--- src/rtl/lcd_timing_pattern.sv ---
// Parametrised RGB LCD timing generator with built-in test-pattern engine.
// Outputs are registered once and mutually aligned to the previous cycle's counter state.
module lcd_timing_pattern #(
  parameter int unsigned H_ACTIVE = 800,
  parameter int unsigned H_FP     = 210,
  parameter int unsigned H_SYNC   = 4,
  parameter int unsigned H_BP     = 42,
  parameter int unsigned V_ACTIVE = 480,
  parameter int unsigned V_FP     = 22,
  parameter int unsigned V_SYNC   = 4,
  parameter int unsigned V_BP     = 19,
  parameter bit          HS_POL   = 1'b0,
  parameter bit          VS_POL   = 1'b0,
  parameter int unsigned CW       = 11,
  parameter int unsigned R_W      = 5,
  parameter int unsigned G_W      = 6,
  parameter int unsigned B_W      = 5,
  parameter int unsigned CHK_LOG2 = 4
) (
  input  logic           CLK,
  input  logic           nRST,
  input  logic [1:0]     MODE,
  output logic           HSYNC,
  output logic           VSYNC,
  output logic           DE,
  output logic [CW-1:0]  X,
  output logic [CW-1:0]  Y,
  output logic [R_W-1:0] R,
  output logic [G_W-1:0] G,
  output logic [B_W-1:0] B,
  output logic           LINE_START,
  output logic           FRAME_START,
  output logic [7:0]     FRAME_CNT
);

  localparam int unsigned H_TOTAL = H_ACTIVE + H_FP + H_SYNC + H_BP;
  localparam int unsigned V_TOTAL = V_ACTIVE + V_FP + V_SYNC + V_BP;
  localparam int unsigned BAR_W   = (H_ACTIVE >= 8) ? (H_ACTIVE / 8) : 1;

  localparam logic [CW-1:0] H_LAST     = CW'(H_TOTAL - 1);
  localparam logic [CW-1:0] V_LAST     = CW'(V_TOTAL - 1);
  localparam logic [CW-1:0] H_ACT      = CW'(H_ACTIVE);
  localparam logic [CW-1:0] V_ACT      = CW'(V_ACTIVE);
  localparam logic [CW-1:0] H_HS_START = CW'(H_ACTIVE + H_FP);
  localparam logic [CW-1:0] H_HS_END   = CW'(H_ACTIVE + H_FP + H_SYNC);
  localparam logic [CW-1:0] V_VS_START = CW'(V_ACTIVE + V_FP);
  localparam logic [CW-1:0] V_VS_END   = CW'(V_ACTIVE + V_FP + V_SYNC);
  localparam logic [CW-1:0] BAR_LAST   = CW'(BAR_W - 1);

  typedef enum logic [1:0] {
    MODE_BLACK    = 2'd0,
    MODE_BARS     = 2'd1,
    MODE_CHECKER  = 2'd2,
    MODE_GRADIENT = 2'd3
  } mode_e;

  logic [CW-1:0] h_cnt;
  logic [CW-1:0] v_cnt;
  logic [CW-1:0] bar_px;
  logic [2:0]    bar_idx;
  logic [7:0]    frame_cnt;
  mode_e         mode_q;

  logic          h_wrap_c;
  logic          v_wrap_c;
  logic          origin_c;
  logic          de_c;
  logic          hs_c;
  logic          vs_c;
  logic          ls_c;
  mode_e         mode_c;
  logic [R_W-1:0] r_c;
  logic [G_W-1:0] g_c;
  logic [B_W-1:0] b_c;

  // Position decode; a new MODE takes effect on the very pixel that latches it.
  always_comb begin
    h_wrap_c = (h_cnt == H_LAST);
    v_wrap_c = (v_cnt == V_LAST);
    origin_c = (h_cnt == '0) && (v_cnt == '0);
    de_c     = (h_cnt < H_ACT) && (v_cnt < V_ACT);
    hs_c     = (h_cnt >= H_HS_START) && (h_cnt < H_HS_END);
    vs_c     = (v_cnt >= V_VS_START) && (v_cnt < V_VS_END);
    ls_c     = (h_cnt == '0) && (v_cnt < V_ACT);
    mode_c   = origin_c ? mode_e'(MODE) : mode_q;
  end

  // Pattern engine; colour is forced to black outside the active window.
  always_comb begin
    r_c = '0;
    g_c = '0;
    b_c = '0;
    if (de_c) begin
      case (mode_c)
        MODE_BARS: begin
          // bar index bits map directly onto the white..black bar order
          r_c = {R_W{~bar_idx[1]}};
          g_c = {G_W{~bar_idx[2]}};
          b_c = {B_W{~bar_idx[0]}};
        end
        MODE_CHECKER: begin
          if (h_cnt[CHK_LOG2] ^ v_cnt[CHK_LOG2]) begin
            r_c = '1;
            g_c = '1;
            b_c = '1;
          end
        end
        MODE_GRADIENT: begin
          r_c = R_W'(h_cnt);
          g_c = G_W'(v_cnt);
          b_c = B_W'(frame_cnt);
        end
        default: begin
          r_c = '0;
          g_c = '0;
          b_c = '0;
        end
      endcase
    end
  end

  // Raster counters, bar tracker, mode latch and frame counter.
  always_ff @(posedge CLK or negedge nRST) begin
    if (!nRST) begin
      h_cnt     <= '0;
      v_cnt     <= '0;
      bar_px    <= '0;
      bar_idx   <= 3'd0;
      frame_cnt <= 8'd0;
      mode_q    <= MODE_BLACK;
    end else begin
      if (h_wrap_c) begin
        h_cnt <= '0;
        v_cnt <= v_wrap_c ? '0 : v_cnt + CW'(1);
      end else begin
        h_cnt <= h_cnt + CW'(1);
      end

      if (h_wrap_c) begin
        bar_px  <= '0;
        bar_idx <= 3'd0;
      end else if (h_cnt < H_ACT) begin
        // remainder pixels stay in the last bar
        if (bar_px == BAR_LAST && bar_idx != 3'd7) begin
          bar_px  <= '0;
          bar_idx <= bar_idx + 3'd1;
        end else if (bar_px != BAR_LAST) begin
          bar_px <= bar_px + CW'(1);
        end
      end

      if (origin_c) begin
        mode_q <= mode_e'(MODE);
      end

      if (h_wrap_c && v_wrap_c) begin
        frame_cnt <= frame_cnt + 8'd1;
      end
    end
  end

  // Single output register stage keeps every pin aligned.
  always_ff @(posedge CLK or negedge nRST) begin
    if (!nRST) begin
      HSYNC       <= ~HS_POL;
      VSYNC       <= ~VS_POL;
      DE          <= 1'b0;
      X           <= '0;
      Y           <= '0;
      R           <= '0;
      G           <= '0;
      B           <= '0;
      LINE_START  <= 1'b0;
      FRAME_START <= 1'b0;
      FRAME_CNT   <= 8'd0;
    end else begin
      HSYNC       <= hs_c ? HS_POL : ~HS_POL;
      VSYNC       <= vs_c ? VS_POL : ~VS_POL;
      DE          <= de_c;
      X           <= de_c ? h_cnt : '0;
      Y           <= de_c ? v_cnt : '0;
      R           <= r_c;
      G           <= g_c;
      B           <= b_c;
      LINE_START  <= ls_c;
      FRAME_START <= origin_c;
      FRAME_CNT   <= frame_cnt;
    end
  end

endmodule

--- config.mk ---
export PLATFORM = sky130hd
export DESIGN_NAME = lcd_timing_pattern
export DESIGN_NICKNAME = d
export VERILOG_FILES = /design/src/rtl/lcd_timing_pattern.sv
export SDC_FILE = /design/constraint.sdc
export NUM_CORES = 1
export LEC_CHECK = 0
export ABC_AREA = 1
export CAP_MARGIN = 20
export CORE_ASPECT_RATIO = 0.75
export CORE_UTILIZATION = 49
export CTS_CLUSTER_DIAMETER = 80
export DETAILED_ROUTE_END_ITERATION = 6
export PLACE_DENSITY = 0.71
export SYNTH_ARGS = -nofsm -noshare
export SYNTH_HDL_FRONTEND = slang
export SYNTH_SLANG_ARGS = --single-unit
--- constraint.sdc ---
create_clock -name CLK -period 2.2 [get_ports CLK]
set_input_delay 0.33 -clock CLK [delete_from_list [all_inputs] [get_ports CLK]]
set_output_delay 0.33 -clock CLK [all_outputs]
set_load 0.05 [all_outputs]
Word-level counts from Yosys, hierarchy flattened
Cells that the tools add are included.
{"block": "classes", "n_addsub": 5, "multipliers": 0, "div": 0, "order_cmp": 6, "n_eq_ne": 8, "shift": 0, "mux": 22, "bitwise_logic": 4, "reduce_logical": 14}
{"op": "$mux 11", "count": 8}
{"op": "$add 11x1->11 const B", "count": 3}
{"op": "$pmux 5 s3", "count": 2}
{"op": "$logic_not 11->1", "count": 2}
{"op": "$lt 11x10->1 const B", "count": 2}
{"op": "$lt 11x9->1 const B", "count": 2}
{"op": "$pmux 6 s3", "count": 1}
{"op": "$mux 5", "count": 3}
{"op": "$mux 6", "count": 2}
{"op": "$eq 11x10->1 const B", "count": 1}
{"op": "$eq 11x11->1 const B", "count": 1}
{"op": "$eq 11x7->1 const B", "count": 1}
{"op": "$ge 11x10->1 const B", "count": 1}
{"op": "$ge 11x9->1 const B", "count": 1}
{"op": "$ne 11x7->1 const B", "count": 1}
{"op": "$mux 3", "count": 3}
{"op": "$add 8x1->8 const B", "count": 1}
{"op": "$logic_and 1x1->1", "count": 7}
{"op": "$eq 2x2->1 const B", "count": 2}
{"op": "$reduce_and 2->1", "count": 2}
{"op": "$reduce_bool 2->1", "count": 2}
{"op": "$add 3x1->3 const B", "count": 1}
{"op": "$ne 3x3->1 const B", "count": 1}
{"op": "$not 1->1", "count": 3}
{"op": "5 further kinds", "count": 6}
{"block": "word_totals", "ff_bits": 97, "latch_bits": 0, "mem_bits_rw": 0, "mem_bits_ro": 0, "output_inout_bits": 51, "mem_count": 0}

Logic depth before layout (Yosys ltp)
{"block": "depth", "word_depth": 6, "depth_mapped": 14, "ltp_nobuf": 13}

Worst setup path after synthesis
No wires, ideal clock.
{"block": "synth_path", "path_kind": "register -> register", "start": "register v_cnt[0]", "end": "register B[2]", "arrival_ns": 1.804, "t_required_ns": 2.087, "path_slack_ns": 0.283, "path_stages_with_launch": 15, "path_buffers": 1, "cell_sequence": "dfrtp_1 inv_1 ha_1 inv_1 nor2_2 nand3_1 nor2_4 nand2_1 nand2_1 nand2_4 nand3_4 buf_6 nand3_1 nand2_1 inv_1"}
{"block": "synth_between", "elab_chain_len": 6, "elab_cells_between_ends": 10, "cone_classes": "1 x order compare; 3 x eq/ne; 3 x mux; 3 x reduce/logical"}
{"element": "start, declared", "line_no": "58", "source": "logic [CW-1:0] v_cnt;"}
{"element": "start signal, assigned", "line_no": "134", "source": "v_cnt <= v_wrap_c ? '0 : v_cnt + CW'(1);"}
{"element": "$logic_not 11->1", "line_no": "80", "source": "origin_c = (h_cnt == '0) && (v_cnt == '0);"}
{"element": "$logic_and 1x1->1", "line_no": "80"}
{"element": "$mux 2"}
{"element": "$eq 2x2->1 or $eq 2x1->1 (tied branches)", "line_no": "94", "source": "case (mode_c)"}
{"element": "$pmux 5 s3", "line_no": "94"}
{"element": "$mux 5 *", "line_no": "93", "source": "if (de_c) begin"}
{"element": "named net b_c[2]", "line_no": "74", "source": "logic [B_W-1:0] b_c;"}
{"element": "end signal, assigned", "line_no": "172", "source": "B <= '0;"}
{"element": "end signal, assigned", "line_no": "184", "source": "B <= b_c;"}
{"element": "end, declared", "line_no": "30", "source": "output logic [B_W-1:0] B,"}
Mark *: on every way through the listed nets, which the timed path passes. The rest lies on a longest branch.
A chain may end at the register's enable or synchronous reset.

Worst setup path after layout
{"block": "layout_path", "start": "register h_cnt[1]", "end": "register frame_cnt[5]"}
{"block": "layout_between", "elab_chain_len": 2}
{"element": "start, declared", "line_no": "57", "source": "logic [CW-1:0] h_cnt;"}
{"element": "start signal, assigned", "line_no": "136", "source": "h_cnt <= h_cnt + CW'(1);"}
{"element": "$eq 11x11->1", "line_no": "78", "source": "h_wrap_c = (h_cnt == H_LAST);"}
{"element": "$logic_and 1x1->1", "line_no": "156", "source": "if (h_wrap_c && v_wrap_c) begin"}
{"element": "end signal, assigned", "line_no": "157", "source": "frame_cnt <= frame_cnt + 8'd1;"}
{"element": "end, declared", "line_no": "61", "source": "logic [7:0] frame_cnt;"}
Every way passes these cells.

==> results.cfg <==
[floorplan]
rows = 30
dieArea_um2 = 9760
die_x_um = 114
die_h_um = 85.8
start_util_pct = 50.5
coreArea_um2 = 9080
ios = 55

[power]
p_leak_uw = 0.00284
powerDensity_nw_per_um2 = 636
p_clk_share_pct = 42.6
p_seq_share_pct = 50.3
p_sw_share_pct = 25.0
peakVddDrop_mv = 0.335
power_frac_comb_pct = 7.1
p_switching_uw = 904
intPower_uw = 2710

[finish]
num_antenna_cells = 0
seq_area_um2 = 2430
nets = 602
final_area_um2 = 5690
final_layout_size_suffix_gt1_share_pct = 12.6
multi_input_area_um2 = 1820
fill_cells = 760
syn_to_final_growth_pct = 23.8
finalNonFillerCells = 721
final_cell_mix = 95 x dfrtp_1, 95 x nand2_1, 75 x inv_1, 56 x nand3_1, 55 x nor2_1

[global_routing]
grt_overflow = 0
antenna_found_initial = 0
grt.total_usage_pct = 21.5
grt_pass1_vias = 3382
grt_start_max_net_pins = 42
grt_pass1_wl_mm = 16.2

[critical_path]
cp.required_ns = 2.43
worstRegToRegCells = 10
cp_max_fo = 10
r2r_start = h_cnt[1]$_DFF_PN0_
cp.arrival_ns = 2.28
crit_end = frame_cnt[5]$_DFFE_PN0P_
start_kind = register
crit_start = h_cnt[1]$_DFF_PN0_
r2r-end = frame_cnt[5]$_DFFE_PN0P_
worst-r2r-setup-slack_ns = 0.16
endpoint_kind = register
worst-setup-path-type = register to register

[detailed_routing]
wire_per_inst_um = 13.2
vias = 3582
route.detailed.drc = 0
routed_wirelength_mm = 9.51
viasPerCell = 4.97
drt_iter0_markers = 263
dr.pass1.iters = 5
drtAntennaViolNets = 0

[sta]
fin_hold_ws_ns = 0.424
clock.fmax_mhz = 490
final_hold_viol_count = 0
rsz0062_at_grt = yes
period_needed_ns = 2.04
slew_violations = 0
setup_tns_ns = 0
fin_crit_sh_pct = 92.8
clock_skew_ns = 0.00602
worstMarginPinSlew_ns = 0.537
relSlewSlack_pct = 63.9
finalSetupViolCount = 0

[yosys]
synth_area_leaders = dfrtp_1 52%, nand2_1 7.8%, nand3_1 6.3%, inv_1 6.3%, nor2_1 4.6%
synth_top_cell_by_area = dfrtp_1
yosysWarnings = 0
synth.avg_cell_area_um2 = 8.95
ys_seq_area_share_pct = 52.9
synth_top_area_share_pct = 51.8
ys_seq_elements = 97
synth_edf_count = 0
synthArstFlopShare_pct = 100
syn_area_um2 = 4590
syn_inst = 513
yosys_most_used_dff = dfrtp_1
yosysUniqueCellTypes = 39

[worst_hold_path]
hold_path_class = register to register
hold_depth = 0

[place]
gp_congestion = 0.932
hpwlAfterDp_mm = 6.86
dp.cells = 700
placed_cell_area_um2 = 5330
portBuffers = 54

[clock_tree]
cts_root_buf = clkbuf_16
cts_tree = done
htree_levels = 3
cts.sinks = 97
clk_pin_slew_ns = 0.07
insertion_delay_ns = 0.34
max-clock-path-buffers = 2
cts_buffers = 9

[run]
drv_cap = 0

[run_status]
outcome = finished, final reports clean
[worst max-delay path: stages, from the launching register on]
cell and delay, ns:
dfrtp_1 0.44, ha_1 0.22, nand2_1 0.11, nor3_4 0.30, nand4_4 0.27, nor2_4 0.20, inv_2 0.12, nor2_8 0.11
nand2_1 0.06, nand2_1 0.05, nand2_1 0.04
[synth_stat cells (2+ instances only)]
cell	instances
xor2_1	13
inv_2	5
nand2_1	96
xnor2_1	3
o21ai_1	5
nor2_4	5
nand3b_1	6
buf_2	3
o21ai_2	3
nand2_4	3
nor3_1	9
nand2_2	2
a21oi_1	5
o21ai_0	21
nand3_2	3
nor2_2	3
nand4_1	10
nor2_1	56
nor3_4	2
dfstp_2	2
inv_1	77
nand3_1	58
buf_6	4
ha_1	10
dfrtp_1	95
[worst min-delay path by stage]
stage | to | slack [ns] | startpoint
after floorplan | B[0]$_DFF_PN0_ | 0.03 | nRST
after global placement | h_cnt[8]$_DFF_PN0_ | 0.35 | nRST
after detailed placement | h_cnt[8]$_DFF_PN0_ | 0.35 | nRST
after CTS | FRAME_CNT[7]$_DFF_PN0_ | 0.43 | frame_cnt[7]$_DFFE_PN0P_
after global routing | FRAME_CNT[7]$_DFF_PN0_ | 0.44 | frame_cnt[7]$_DFFE_PN0P_
final | FRAME_CNT[7]$_DFF_PN0_ | 0.42 | frame_cnt[7]$_DFFE_PN0P_
[routing by layer]
layer / track usage [%] / part of all wire (%)
met2: 31.3 / 43
met4: 6.46 / 1.1
met3: 4.66 / 6.9
met1: 32.1 / 49
met5: 0 / 0
[final cells by class]
type / count / area share [%]
sequential: 97 / 42.7
multi-input combinational: 329 / 32.0
timing repair buffer: 69 / 11.8
inverter: 82 / 5.41
clock buffer: 10 / 4.20
tap: 128 / 2.82
clock inverter: 6 / 1.01
[state kept, by name, indices dropped and copies added (netlist names)]
register,cells
frame_cnt,8
LINE_START,1
mode_q,2
Y,11
R,5
h_cnt,11
bar_idx,3
FRAME_CNT,8
v_cnt,11
X,11
HSYNC,1
VSYNC,1
DE,1
B,5
bar_px,11
FRAME_START,1
G,6
[repair_timing]
item | CTS | global route
endpoints found under the hold margin | 36 | 0
resized for setup | 0 | 7
setup buffers | 0 | 1
setup endpoints to repair | 0 | 22
hold buffers | 1 | 0
[kinds of logic after synthesis]
logic type / count (synthesis) / synth area share, %
simple gates: 260 / 28.2
flops: 97 / 52.9
buf+inv: 92 / 8.37
compound gates: 36 / 4.28
xor+xnor: 17 / 3.41
fa+ha+maj: 10 / 2.73
other cells: 1 / 0.0817
[power groups by stage]
stage | Clock (uW) | Combinational [uW] | Sequential (uW)
2_1_floorplan | 0 | 53.3 | 1940
3_3_place_gp | 0 | 249 | 1850
3_5_place_dp | 0 | 252 | 1850
4_1_cts | 1570 | 254 | 1820
5_1_grt | 1650 | 280 | 1820
6_report | 1540 | 257 | 1820
[through the flow]
step           utilization, %  total power, uW  worst slack [ns]
2_1_floorplan               -             2000             0.283
3_3_place_gp             58.7             2100             0.209
3_5_place_dp             58.7             2100             0.147
4_1_cts                  62.1             3640             0.137
5_1_grt                  62.6             3750           -0.0406
6_report                 62.6             3610             0.158
Power figures use the tool's default switching activity.
==> RTL change 1 (same flow settings) <==
Set the parameter `CW` to 12 (it was 11).
--- a/src/rtl/lcd_timing_pattern.sv
+++ b/src/rtl/lcd_timing_pattern.sv
@@ -12,5 +12,5 @@
   parameter bit          HS_POL   = 1'b0,
   parameter bit          VS_POL   = 1'b0,
-  parameter int unsigned CW       = 11,
+  parameter int unsigned CW       = 12,
   parameter int unsigned R_W      = 5,
   parameter int unsigned G_W      = 6,
Interface: changed (resized X and Y); port bits go from 55 to 57. No check against the original RTL was run, so the function may have changed too.
==> RTL change 1 against the unedited design <==
The run now ends with hold timing left. Routed wire length rose by 2.7%. Sequential cell count rose by 5. Fmax fell by 1.3%. Final area rose by 5.3%. Via count rose by 1.9%. Setup slack got worse by 28 ps. Non-clock buffer count fell by 2. Total power rose by 3.1%. Clock skew rose by 2.1 ps. Area after synthesis rose by 7.1%. Count of clock-buffer cells in the layout fell by 1. Sequential power rose by 5%.
==> RTL change 1: results (changes against the unedited design) <==
Status
The run finished, with violations left. The final reports fail on hold timing.

STA
The final count of hold timing violations is 29 (+29). The transition time of the tightest slew-check pin came to 603 ps (+65.1 ps). The worst-case hold slack is -13.0 ps (-437 ps).

Final layout
The final core area utilization is 61.8% (-0.83 points). The share of post-route cells with drive strength above 1 is 16.6% (+3.9 points). The total inserted antenna cells came to 0 (unchanged).

The count of filler cells inserted in the layout came to 840 (+11%). The net count reported at finish is 618 (+2.7%).

Placement
The total cell area at the placement stage is 0.00565 mm2 (+5.9%). The worst slack at placement came to 62.3 ps (-85.1 ps). The count of placed standard cells including taps is 723 (+3.3%). The placer congestion estimate is 0.918 (-1.6%).

The count of input and output buffers is 56 (+3.7%). The detailed placement HPWL is 7160 um (+4.4%).

Synthesis
By count the netlist is led by 100 x sky130_fd_sc_hd__dfrtp_1, 90 x sky130_fd_sc_hd__nand2_1, 73 x sky130_fd_sc_hd__inv_1, 54 x sky130_fd_sc_hd__nor2_1, 50 x sky130_fd_sc_hd__nand3_1. By area the synthesized netlist is led by sky130_fd_sc_hd__dfrtp_1 51%, sky130_fd_sc_hd__nand2_1 6.9%, sky130_fd_sc_hd__inv_1 5.6%. The post-synthesis instance total came to 531 (+3.5%).

The compound-cell area share of the yosys netlist is 4.38% (+0.10 points). The multiplexer share of the synthesized area was 0.229% (+0.23 points). The proportion of synthesized chip area in sequential cells is 52.0% (-0.94 points). The XOR/XNOR share of the synthesized area was 3.39% (-0.021 points). The adder-cell area share of the yosys netlist is 2.55% (-0.18 points).

Route
The number of DRC markers in iteration 0 is 214 (-19%). The total vias in the final route is 3650 (+1.9%). The via density per instance was 4.93 (-0.85%). The detailed-route wire length per cell is 13.2 um (about the same). The wire length on met3 is 456 um (-31%). The met2 wire length was 4390 um (+6.6%). The wire length on met1 was 4830 um (+4.1%).

Clocking
The H-tree depth came to 3 (unchanged). The largest buffer count on any clock path is 2 (unchanged).

Worst hold path
The worst min-delay path class is in2async.

Global routing
The via count of the first global-routing pass came to 3458 (+2.2%). The largest net degree at the start of global routing is 49 (+17%). The total routing usage reported by global routing was 20.6% (-0.82 points). The global-route wire length before repair is 16800 um (+3.5%).

Power
The static power due to leakage is 3.01 nW (+6.0%). The switching power as a share of total power came to 25.4% (+0.36 points). The peak supply drop is 453 uV (+35%).

Worst setup path
The master of the slowest instance on the critical path is sky130_fd_sc_hd__dfrtp_2. The arrival time of data at the critical path endpoint was 2320 ps (+40 ps). The largest fanout on the critical path is 18 (+8).
[RTL change 1: cell count changes in the layout (fill, tap and decap cells not counted), sizes merged, moves of 3 or more]
| cell | delta |
|---|---|
| o21ai | -10 |
| a21oi | +8 |
| nand3 | +7 |
| nor3 | +3 |
| clkinv | +3 |
| buf | -3 |
| dfrtp | +5 |
| nand3b | -4 |
[RTL change 1: layout make-up]
type / count / area share (%)
timing repair buffer: 67 / 11.2
tap: 132 / 2.76
sequential: 102 / 42.7
clock inverter: 7 / 1.07
inverter: 84 / 5.41
multi-input combinational: 340 / 33.1
clock buffer: 9 / 3.76
[RTL change 1: power groups by stage]
stage / Combinational (mW) / Clock, mW / Sequential [mW]
floorplan: 0.0647 / 0 / 2.05
global placement: 0.274 / 0 / 1.95
detailed placement: 0.277 / 0 / 1.95
CTS: 0.278 / 1.56 / 1.91
global route: 0.305 / 1.64 / 1.91
finish: 0.282 / 1.53 / 1.91
[RTL change 1: path summary, 6_finish.rpt]
| check | start | to | slack, ps |
|---|---|---|---|
| max | v_cnt[1] | R[0] | 130 |
| min | nRST | v_cnt[2] | -10 |
| max reg2reg | v_cnt[1] | R[0] | 130 |
| min reg2reg | frame_cnt[7] | FRAME_CNT[7] | 420 |
| max in group asynchronous | nRST | v_cnt[1] | 1580 |
| min in group CLK | frame_cnt[7] | FRAME_CNT[7] | 420 |
[RTL change 1: per-layer routing]
layer	global-route usage [%]	vias up
li1	-	1827
met3	5.03	9
met4	6.29	0
met5	0	-
met1	29.1	1722
met2	31.8	92
[RTL change 1: worst max-delay path, delay by kind of cell, from the launching register on]
family,cells,cell delay [ps]
flip-flops,1,450
buffers and inverters,3,320
AND/OR/NAND/NOR,10,1030
adder cells (fa/ha/maj),1,170
==> RTL change 2 (config.mk and constraints unchanged) <==
Made on the original files. Put one more register stage on the output `Y`, without a reset. The value now appears one clock later. The other outputs are not delayed to match.
--- a/src/rtl/lcd_timing_pattern.sv
+++ b/src/rtl/lcd_timing_pattern.sv
@@ -54,4 +54,6 @@
     MODE_GRADIENT = 2'd3
   } mode_e;
+
+  logic [CW-1:0] Y_s0;
 
   logic [CW-1:0] h_cnt;
@@ -167,5 +169,5 @@
       DE          <= 1'b0;
       X           <= '0;
-      Y           <= '0;
+      Y_s0        <= '0;
       R           <= '0;
       G           <= '0;
@@ -179,5 +181,5 @@
       DE          <= de_c;
       X           <= de_c ? h_cnt : '0;
-      Y           <= de_c ? v_cnt : '0;
+      Y_s0        <= de_c ? v_cnt : '0;
       R           <= r_c;
       G           <= g_c;
@@ -189,4 +191,8 @@
   end
 
+  always_ff @(posedge CLK) begin
+    Y <= Y_s0;
+  end
+
 endmodule
 
Function: no difference found for any inputs over 10 cycles, from zero or initial values and one cycle with nRST low; that may be too few to reach the edited logic, so the function may still have changed.
==> RTL change 2 against the unedited design <==
Non-clock buffer count down 5. Clock skew grew 3.9 ps. Die area is 6.2% higher. Sequential cell count is 11 higher. Total power increased by 7.3%. Combinational power up 4%. Area after synthesis increased by 6.4%. Final area up 4.3%. Setup slack better by 20 ps. Routed wire length is 0.79% higher. Highest routed layer unchanged. Critical endpoint is now G[5]. Synthesized cell count up 1.8%.
==> RTL change 2: results (changes against the unedited design) <==
Status
The run finished with clean final reports.

Placement
The placer congestion estimate is 0.865 (-7.2%). The total cell area at the placement stage was 0.00558 mm2 (+4.7%). The detailed placement HPWL was 6870 um (+0.15%). The worst slack at placement was 99.5 ps (-47.9 ps).

Synthesis
The number of different library cells in the post-synthesis netlist is 40 (+2.6%). The adder-cell area share of the yosys netlist was 2.56% (-0.16 points). The compound-cell area share of the yosys netlist is 4.69% (+0.41 points). The proportion of synthesized chip area in sequential cells came to 54.3% (+1.3 points). The XOR/XNOR share of the synthesized area is 2.69% (-0.72 points). Sorting the synthesized cells by area gives the leading types as sky130_fd_sc_hd__dfrtp_1 49%, sky130_fd_sc_hd__nand2_1 7.4%, sky130_fd_sc_hd__inv_1 5.5%.

Ranked by instance count, the synthesized netlist is headed by 96 x sky130_fd_sc_hd__nand2_1, 95 x sky130_fd_sc_hd__dfrtp_1, 71 x sky130_fd_sc_hd__inv_1, 52 x sky130_fd_sc_hd__nor2_1, 44 x sky130_fd_sc_hd__nand3_1. The share of synthesized registers carrying an async set or reset was 89.8% (-10 points).

Worst setup path
The arrival time of data at the critical path endpoint is 2260 ps (-20 ps). The cell family contributing the most delay on the critical path is simple AND/OR/NAND/NOR gates. The largest fanout on the critical path came to 19 (+9). On the critical path, the stage with the largest delay is an instance of sky130_fd_sc_hd__dfrtp_1.

Power
The static power due to leakage is 2.96 nW (+4.1%). The peak supply drop is 519 uV (+55%).

Clocking
The buffer count from post-CTS setup fixing was 0 (unchanged). The clock latency reported for the late side of the worst-skew pair was 340 ps (about the same).

Final layout
The net count reported at finish is 603 (+0.17%). The count of filler cells inserted in the layout was 820 (+7.9%). The share of post-route cells with drive strength above 1 is 12.6% (-0.021 points).

The multi-input logic area is 0.00189 mm2 (+3.8%).

Global routing
The global-route wire length before repair came to 16300 um (about the same). The number of antenna violations at the first check in global routing was 0 (unchanged). The largest net degree at the start of global routing was 38 (-9.5%).

The via count of the first global-routing pass is 3338 (-1.3%). The total routing usage reported by global routing was 20.8% (-0.63 points).

Route
The total vias in the final route is 3581 (-0.028%). The detailed-route wire length per cell is 13.2 um (about the same). The number of DRC markers in iteration 0 is 179 (-32%).

STA
The post-route clock skew came to 9.88 ps (+3.86 ps). The transition time of the tightest slew-check pin is 509 ps (-28.4 ps).

Worst hold path
In this run the worst hold path is classified as reg2reg.
## RTL change 2: per-stage QoR
| step | cells | hold slack, ps |
|---|---|---|
| global placement | 708 | 325 |
| detailed placement | 708 | 327 |
| floorplan | 524 | 34.4 |
| finish | 726 | 340 |
| global route | 726 | 361 |
| CTS | 725 | 341 |
## RTL change 2: per-layer routing
metal / track usage, % / share of wire [%]
met5: 0 / 0
met4: 7.36 / 1.8
met3: 4.11 / 4.0
met2: 31.7 / 44
met1: 29.9 / 50
## RTL change 2: power by group
part | leakage, nW | switching [mW] | internal (mW)
combinational | 1.46 | 0.188 | 0.0777
sequential | 1.35 | 0.00952 | 2.01
clock | 0.148 | 0.736 | 0.856
## RTL change 2: cell type report
cell class	count	share of cell area [%]
Sequential cell	108	44.7
Multi-Input combinational cell	330	31.9
Timing Repair Buffer	64	10.7
Inverter	76	4.81
Clock buffer	10	4.22
Tap cell	132	2.78
Clock inverter	6	0.970
## RTL change 2: final timing paths
| check | slack [ps] | end | cells past startpoint | start |
|---|---|---|---|---|
| max | 180 | G[5] | 13 | v_cnt[0] |
| min | 340 | Y[7] | 0 | Y_s0[7] |
| max reg2reg | 180 | G[5] | 13 | v_cnt[0] |
| min reg2reg | 340 | Y[7] | 0 | Y_s0[7] |
| max in group asynchronous | 950 | bar_px[5] | 3 | nRST |
| min in group asynchronous | 500 | Y_s0[9] | 2 | nRST |
## RTL change 2: kinds of logic after synthesis
| logic type | after synthesis |
|---|---|
| XOR/XNOR | 15 |
| flip-flops | 108 |
| AND/OR/NAND/NOR | 260 |
| buffers and inverters | 87 |
| other | 1 |
| adder cells (fa/ha/maj) | 10 |
| AO/OA/AOI/OAI | 41 |
